## src/rtl/nmcu_mem_arbiter_if.sv

```systemverilog
// nmcu_mem_arbiter_if: bundle of the arbiter's requester-side and memory-side buses.
//   requester side : req_sel, req_w, req_addr, req_wdata (flattened, requester k at
//                    [k*W +: W]), req_ready, req_rdata (shared)
//   memory side    : mem_sel, mem_w, mem_addr, mem_wdata, mem_rdata, mem_ready
//   status         : grant (one-hot owner), timeout_err, err_idx
// modport slave is taken by the arbiter; modport master is the environment
// (requesters plus memory) that drives the arbiter.
interface nmcu_mem_arbiter_if #(
  parameter int unsigned NUM_REQ       = 4,
  parameter int unsigned ADDR_WIDTH    = 16,
  parameter int unsigned DATABUS_WIDTH = 32
);
  logic [NUM_REQ-1:0]               req_sel;
  logic [NUM_REQ-1:0]               req_w;
  logic [NUM_REQ*ADDR_WIDTH-1:0]    req_addr;
  logic [NUM_REQ*DATABUS_WIDTH-1:0] req_wdata;
  logic [NUM_REQ-1:0]               req_ready;
  logic [DATABUS_WIDTH-1:0]         req_rdata;
  logic                             mem_sel;
  logic                             mem_w;
  logic [ADDR_WIDTH-1:0]            mem_addr;
  logic [DATABUS_WIDTH-1:0]         mem_wdata;
  logic [DATABUS_WIDTH-1:0]         mem_rdata;
  logic                             mem_ready;
  logic [NUM_REQ-1:0]               grant;
  logic                             timeout_err;
  logic [$clog2(NUM_REQ)-1:0]       err_idx;

  modport master (
    output req_sel, req_w, req_addr, req_wdata, mem_rdata, mem_ready,
    input  req_ready, req_rdata, mem_sel, mem_w, mem_addr, mem_wdata,
           grant, timeout_err, err_idx
  );

  modport slave (
    input  req_sel, req_w, req_addr, req_wdata, mem_rdata, mem_ready,
    output req_ready, req_rdata, mem_sel, mem_w, mem_addr, mem_wdata,
           grant, timeout_err, err_idx
  );
endinterface

```

## src/rtl/nmcu_mem_arbiter.sv

```systemverilog
// nmcu_mem_arbiter: round-robin arbiter sharing one memory port among NUM_REQ
// requesters using the NMCU single-transaction handshake. One access at a time,
// followed by one idle RELEASE cycle.
// Ports:
//   clk  - clock, rising edge
//   rst  - synchronous active-high reset
//   bus  - nmcu_mem_arbiter_if.slave (requester ports, memory port, grant/error status)
// Optional feature: define ARB_TIMEOUT_EN to enable the grant watchdog
// (TIMEOUT_CYCLES); otherwise timeout_err and err_idx are tied to 0.
module nmcu_mem_arbiter #(
  parameter int unsigned NUM_REQ        = 4,
  parameter int unsigned ADDR_WIDTH     = 16,
  parameter int unsigned DATABUS_WIDTH  = 32,
  parameter int unsigned TIMEOUT_CYCLES = 255
) (
  input logic              clk,
  input logic              rst,
  nmcu_mem_arbiter_if.slave bus
);

  localparam int unsigned IDX_W = $clog2(NUM_REQ);

  localparam logic [1:0] ST_IDLE    = 2'd0;
  localparam logic [1:0] ST_BUSY    = 2'd1;
  localparam logic [1:0] ST_RELEASE = 2'd2;

  // Reject parameter sets the design is not built for.
  if (NUM_REQ < 2 || NUM_REQ > 8 || TIMEOUT_CYCLES < 1) begin : g_bad_cfg
    $error("nmcu_mem_arbiter: unsupported NUM_REQ or TIMEOUT_CYCLES");
  end

  logic [1:0]               state, state_next;
  logic [IDX_W-1:0]         gnt_idx, gnt_idx_next;
  logic [IDX_W-1:0]         rr_ptr, rr_ptr_next;
  logic [IDX_W-1:0]         rr_adv;
  logic [IDX_W-1:0]         cand;
  logic                     found;

  logic                     mem_sel;
  logic                     mem_w;
  logic [ADDR_WIDTH-1:0]    mem_addr;
  logic [DATABUS_WIDTH-1:0] mem_wdata;
  logic [NUM_REQ-1:0]       req_ready;
  logic [DATABUS_WIDTH-1:0] req_rdata;
  logic [NUM_REQ-1:0]       grant;

`ifdef ARB_TIMEOUT_EN
  localparam int unsigned CNT_W = ($clog2(TIMEOUT_CYCLES) > 8) ? $clog2(TIMEOUT_CYCLES) : 8;
  logic [CNT_W-1:0]         cnt, cnt_next;
  logic                     timeout_err, timeout_err_next;
  logic [IDX_W-1:0]         err_idx, err_idx_next;
`endif

  // State and bookkeeping registers.
  always_ff @(posedge clk) begin
    if (rst) begin
      state   <= ST_IDLE;
      gnt_idx <= '0;
      rr_ptr  <= '0;
`ifdef ARB_TIMEOUT_EN
      cnt         <= '0;
      timeout_err <= 1'b0;
      err_idx     <= '0;
`endif
    end else begin
      state   <= state_next;
      gnt_idx <= gnt_idx_next;
      rr_ptr  <= rr_ptr_next;
`ifdef ARB_TIMEOUT_EN
      cnt         <= cnt_next;
      timeout_err <= timeout_err_next;
      err_idx     <= err_idx_next;
`endif
    end
  end

  // Next-state selection and the combinational memory/requester muxes.
  always_comb begin
    state_next   = state;
    gnt_idx_next = gnt_idx;
    rr_ptr_next  = rr_ptr;
    cand         = '0;
    found        = 1'b0;
    mem_sel      = 1'b0;
    mem_w        = 1'b0;
    mem_addr     = '0;
    mem_wdata    = '0;
    req_ready    = '0;
    req_rdata    = '0;
    grant        = '0;
    rr_adv       = (gnt_idx == IDX_W'(NUM_REQ - 1)) ? '0 : gnt_idx + IDX_W'(1);
`ifdef ARB_TIMEOUT_EN
    cnt_next         = cnt;
    timeout_err_next = 1'b0;
    err_idx_next     = err_idx;
`endif

    case (state)
      ST_IDLE: begin
        // First active requester at or after rr_ptr, wrapping.
        for (int unsigned i = 0; i < NUM_REQ; i++) begin
          cand = IDX_W'((32'(rr_ptr) + i) % NUM_REQ);
          if (!found && bus.req_sel[cand]) begin
            found        = 1'b1;
            gnt_idx_next = cand;
            state_next   = ST_BUSY;
          end
        end
`ifdef ARB_TIMEOUT_EN
        cnt_next = '0;
`endif
      end

      ST_BUSY: begin
        mem_sel            = 1'b1;
        grant[gnt_idx]     = 1'b1;
        mem_w              = bus.req_w[gnt_idx];
        req_rdata          = bus.mem_rdata;
        req_ready[gnt_idx] = bus.mem_ready;
        for (int unsigned k = 0; k < NUM_REQ; k++) begin
          if (IDX_W'(k) == gnt_idx) begin
            mem_addr  = bus.req_addr[k*ADDR_WIDTH +: ADDR_WIDTH];
            mem_wdata = bus.req_wdata[k*DATABUS_WIDTH +: DATABUS_WIDTH];
          end
        end

        // Completion wins over abandonment and over the watchdog.
        if (bus.mem_ready) begin
          rr_ptr_next = rr_adv;
          state_next  = ST_RELEASE;
        end else if (!bus.req_sel[gnt_idx]) begin
          rr_ptr_next = rr_adv;
          state_next  = ST_IDLE;
        end else begin
`ifdef ARB_TIMEOUT_EN
          if (cnt == CNT_W'(TIMEOUT_CYCLES - 1)) begin
            rr_ptr_next      = rr_adv;
            state_next       = ST_RELEASE;
            timeout_err_next = 1'b1;
            err_idx_next     = gnt_idx;
          end else begin
            cnt_next = cnt + CNT_W'(1);
          end
`endif
        end
      end

      ST_RELEASE: state_next = ST_IDLE;

      default: state_next = ST_IDLE;
    endcase
  end

  assign bus.mem_sel   = mem_sel;
  assign bus.mem_w     = mem_w;
  assign bus.mem_addr  = mem_addr;
  assign bus.mem_wdata = mem_wdata;
  assign bus.req_ready = req_ready;
  assign bus.req_rdata = req_rdata;
  assign bus.grant     = grant;

`ifdef ARB_TIMEOUT_EN
  assign bus.timeout_err = timeout_err;
  assign bus.err_idx     = err_idx;
`else
  assign bus.timeout_err = 1'b0;
  assign bus.err_idx     = '0;
`endif

endmodule
```

## src/flat_wrapper.sv

```systemverilog
// flat-port wrapper written by rule: the top's interface ports become plain ports
module nmcu_mem_arbiter_flat 
#(
  parameter int unsigned NUM_REQ        = 4,
  parameter int unsigned ADDR_WIDTH     = 16,
  parameter int unsigned DATABUS_WIDTH  = 32,
  parameter int unsigned TIMEOUT_CYCLES = 255
)
  (clk, rst, bus_req_sel, bus_req_w, bus_req_addr, bus_req_wdata, bus_mem_rdata, bus_mem_ready, bus_req_ready, bus_req_rdata, bus_mem_sel, bus_mem_w, bus_mem_addr, bus_mem_wdata, bus_grant, bus_timeout_err, bus_err_idx);
  nmcu_mem_arbiter_if #(.NUM_REQ(NUM_REQ), .ADDR_WIDTH(ADDR_WIDTH), .DATABUS_WIDTH(DATABUS_WIDTH)) bus_i ();
  input logic clk;
  input logic rst;
  input wire logic [$bits(bus_i.req_sel)-1:0] bus_req_sel;
  input wire logic [$bits(bus_i.req_w)-1:0] bus_req_w;
  input wire logic [$bits(bus_i.req_addr)-1:0] bus_req_addr;
  input wire logic [$bits(bus_i.req_wdata)-1:0] bus_req_wdata;
  input wire logic [$bits(bus_i.mem_rdata)-1:0] bus_mem_rdata;
  input wire logic [$bits(bus_i.mem_ready)-1:0] bus_mem_ready;
  output wire logic [$bits(bus_i.req_ready)-1:0] bus_req_ready;
  output wire logic [$bits(bus_i.req_rdata)-1:0] bus_req_rdata;
  output wire logic [$bits(bus_i.mem_sel)-1:0] bus_mem_sel;
  output wire logic [$bits(bus_i.mem_w)-1:0] bus_mem_w;
  output wire logic [$bits(bus_i.mem_addr)-1:0] bus_mem_addr;
  output wire logic [$bits(bus_i.mem_wdata)-1:0] bus_mem_wdata;
  output wire logic [$bits(bus_i.grant)-1:0] bus_grant;
  output wire logic [$bits(bus_i.timeout_err)-1:0] bus_timeout_err;
  output wire logic [$bits(bus_i.err_idx)-1:0] bus_err_idx;
  assign bus_i.req_sel = bus_req_sel;
  assign bus_i.req_w = bus_req_w;
  assign bus_i.req_addr = bus_req_addr;
  assign bus_i.req_wdata = bus_req_wdata;
  assign bus_i.mem_rdata = bus_mem_rdata;
  assign bus_i.mem_ready = bus_mem_ready;
  assign bus_req_ready = bus_i.req_ready;
  assign bus_req_rdata = bus_i.req_rdata;
  assign bus_mem_sel = bus_i.mem_sel;
  assign bus_mem_w = bus_i.mem_w;
  assign bus_mem_addr = bus_i.mem_addr;
  assign bus_mem_wdata = bus_i.mem_wdata;
  assign bus_grant = bus_i.grant;
  assign bus_timeout_err = bus_i.timeout_err;
  assign bus_err_idx = bus_i.err_idx;
  nmcu_mem_arbiter #(.NUM_REQ(NUM_REQ), .ADDR_WIDTH(ADDR_WIDTH), .DATABUS_WIDTH(DATABUS_WIDTH), .TIMEOUT_CYCLES(TIMEOUT_CYCLES)) u_core (.clk(clk), .rst(rst), .bus(bus_i));
endmodule
```

## config.mk

```make
export PLATFORM = sky130hd
export DESIGN_NAME = nmcu_mem_arbiter_flat
export DESIGN_NICKNAME = d
export VERILOG_FILES = /design/src/rtl/nmcu_mem_arbiter_if.sv /design/src/rtl/nmcu_mem_arbiter.sv /design/src/flat_wrapper.sv
export SDC_FILE = /design/constraint.sdc
export NUM_CORES = 1
export LEC_CHECK = 0
export CORE_AREA = 3 3 126 128
export CTS_BUF_LIST = sky130_fd_sc_hd__clkbuf_16
export DETAILED_ROUTE_END_ITERATION = 16
export DIE_AREA = 0 0 129 131
export HOLD_SLACK_MARGIN = 0.1
export PLACE_DENSITY = 0.53
export SLEW_MARGIN = 20
export SYNTH_ARGS = -nofsm -noshare
export SYNTH_HDL_FRONTEND = slang
export SYNTH_SLANG_ARGS = --single-unit
```

## constraint.sdc

```tcl
create_clock -name clk -period 3.9 [get_ports clk]
set_clock_uncertainty 0.05 [all_clocks]
set_input_delay 0.585 -clock clk [delete_from_list [all_inputs] [get_ports clk]]
set_output_delay 0.585 -clock clk [all_outputs]
set_load 0.05 [all_outputs]
```

==> results.cfg <==
[outcome]
run_status = finished clean

[power_and_ir_drop]
peakVddDrop_uv = 126.6
swShare = 0.5149
power.share.combinational = 0.833
internal_power_uw = 713.7
p_per_area_mw_per_mm2 = 263.2
power_frac_seq = 0.053
p_sw_uw = 757.4
clockPowerShare = 0.113
p_leak_uw = 0.002044

[placed_design]
pre_cts_slack_ps = 882.4
io_buffers = 324
routabilityCongestion = 0.8459
placedCellCount = 807
dp_hpwl_um = 12450

[sta]
max-slew-margin-rel = 0.5055
tightest_slew_ps = 740.6
report.final.slew_viol_count = 0
period_minus_slack_ps = 3259
clock.fmax_mhz = 306.8
fin_tns_setup_ps = 0
finalHoldViolCount = 0
grt_setup_unrepaired = no
setup_ws_ps = 640.7
setup_viol = 0
period_share = 0.8357

[job]
maxCapViolCount = 0

[clock_network]
root_buffer = clkbuf_16
cts_resized = 0
clk_pin_slew_ps = 30
clockBufferDepth = 2
cts_made_buffers = 3
cts_tree = built
clkLatencyLatePin_ps = 230
cts_sinks = 6
postCtsSetupRepairBufs = 0
ctsHoldBuffers = 0
htreeDepth = 1

[drt]
first_pass_iters = 4
wl_per_cell_um = 19.49
vias = 3920
wl_met2_um = 8164
postRouteWirelength_um = 15780
drc_errors = 0
viasPerCell = 4.840
route.met3.wl_um = 1133
ant_nets = 0
drt-met1-wl_um = 6206
drt_first_iter_violations = 160
top_layer = met4

[floorplanning]
core_area_mm2 = 0.01498
die_w_um = 129
die_y_um = 131
dieArea_mm2 = 0.01690
start_util = 0.1510
row_count = 45
ios = 328

[synth]
synth-seq-area-share = 0.05313
synth_seq_cells = 6
synth.area.top_cells = a221oi_1 19%, o31ai_1 16%, nor2b_1 14%
synth_common_cells = 52 x nor2b_1, 49 x a221oi_1, 48 x nand3_1, 48 x o31ai_1, 36 x and2_1
yosysMostFrequentCell = nor2b_1
synth_warnings = 0
syn_area_mm2 = 0.002261
yosys.area.top_type = a221oi_1
async_flop_share = 0
avgSynthCellArea_um2 = 6.851
ys_types = 33
synth_edf_count = 0
synthCells = 330
yosysTopAreaCellShare = 0.1898
synthFlopType = dfxtp_1

[critical_path]
end_kind = output port
path_max_fanout = 38
start_kind = flip-flop
required_ps = 3260
worst-setup-path-type = flip-flop to output port
arrival_ps = 2620

[final_layout]
antennaDiodeCount = 0
fillers = 1573
syn_to_final_growth_pct = 147.3
drive_gt1_frac = 0.1109
fin_cells = 810
nets = 863

[hold_path]
min-delay-path-class = flip-flop to flip-flop

[global_route]
grt_max_degree = 60
grt_pass1_wl_um = 22080
grt_pass1_vias = 3766
antenna_found_initial = 0
gr-total-overflow = 0
gr-usage-all-layers = 0.1656
## power by group through the flow
| stage | logic, uW | registers, uW | clock network, uW |
|---|---|---|---|
| after floorplan | 716 | 76.0 | 0 |
| after global placement | 1230 | 78.6 | 0 |
| after CTS | 1240 | 78.2 | 169 |
| after detailed placement | 1230 | 79.2 | 0 |
| final | 1230 | 78.6 | 166 |
| after global routing | 1300 | 79.7 | 174 |
## layout make-up
| class | instances | area [um^2] | share of cell area |
|---|---|---|---|
| timing repair buffer | 332 | 3208 | 0.5739 |
| multi-input combinational | 277 | 1937 | 0.3465 |
| tap | 188 | 235.2 | 0.04208 |
| sequential | 6 | 120.1 | 0.02149 |
| clock buffer | 3 | 75.07 | 0.01343 |
| inverter | 4 | 15.01 | 0.002686 |
## routing by layer
| metal | up-vias | GRT usage |
|---|---|---|
| met5 | - | 0 |
| met4 | 0 | 0.03706 |
| met3 | 18 | 0.02764 |
| met2 | 192 | 0.3070 |
| met1 | 1858 | 0.1997 |
| li1 | 1852 | - |
## worst max-delay path: stages (launching register included)
cell and delay [ps]:
dfxtp_1 450, inv_1 130, ha_2 370, nor2b_4 390
buf_12 260, a221oi_1 110, o31ai_1 360, buf_4 270
## cells in the final DEF (no fill, tap or decap), types with 2 or more instances in the layout
| cell | n |
|---|---|
| dfxtp_1 | 6 |
| mux2i_1 | 2 |
| nor2_1 | 7 |
| buf_4 | 54 |
| buf_12 | 2 |
| o31ai_1 | 48 |
| nor3_1 | 2 |
| nand3_1 | 48 |
| ha_2 | 3 |
| inv_1 | 3 |
| nor2b_1 | 52 |
| and2_1 | 36 |
| clkdlybuf4s50_1 | 276 |
| nand2_1 | 3 |
| a221oi_1 | 49 |
| nand2b_1 | 3 |
| conb_1 | 3 |
| nor4_1 | 2 |
| clkbuf_16 | 3 |
| and3_1 | 5 |
| a211oi_1 | 2 |
## per-stage QoR
stage	power (uW)	utilization	instance area (um^2)	hold slack [ps]
after global placement	1307	0.3683	5515	391.2
after detailed placement	1312	0.3683	5515	393.4
after CTS	1484	0.3733	5590	400.4
after floorplan	791.7	-	2268	372.7
final	1471	0.3733	5590	401.3
after global routing	1550	0.3733	5590	425.0
## final timing paths
check                    start               end  slack (ps)  depth (start not counted)
max          u_core.gnt_idx[1]  bus_mem_wdata[9]         640                          7
min            u_core.state[1]   u_core.state[0]         400                          1
max reg2reg  u_core.gnt_idx[0]  u_core.rr_ptr[0]        2210                          4
min reg2reg    u_core.state[1]   u_core.state[0]         400                          1
## cell families (layout without fill, tap and decap cells)
| logic type | count (synthesis) | count (layout) | synth area share |
|---|---|---|---|
| AO/OA/AOI/OAI | 102 | 102 | 0.3735 |
| adder cells (fa/ha/maj) | 4 | 4 | 0.02214 |
| buffers and inverters | 49 | 339 | 0.09905 |
| flip-flops | 6 | 6 | 0.05313 |
| multiplexers | 5 | 5 | 0.03210 |
| other | 1 | 3 | 0.001659 |
| AND/OR/NAND/NOR | 163 | 163 | 0.4184 |
## flip-flops by register name, summed over array words and instances (netlist names)
register and flops:
u_core.gnt_idx 2, u_core.rr_ptr 2, u_core.state 2
No activity file was read; power rests on OpenSTA's default activity.
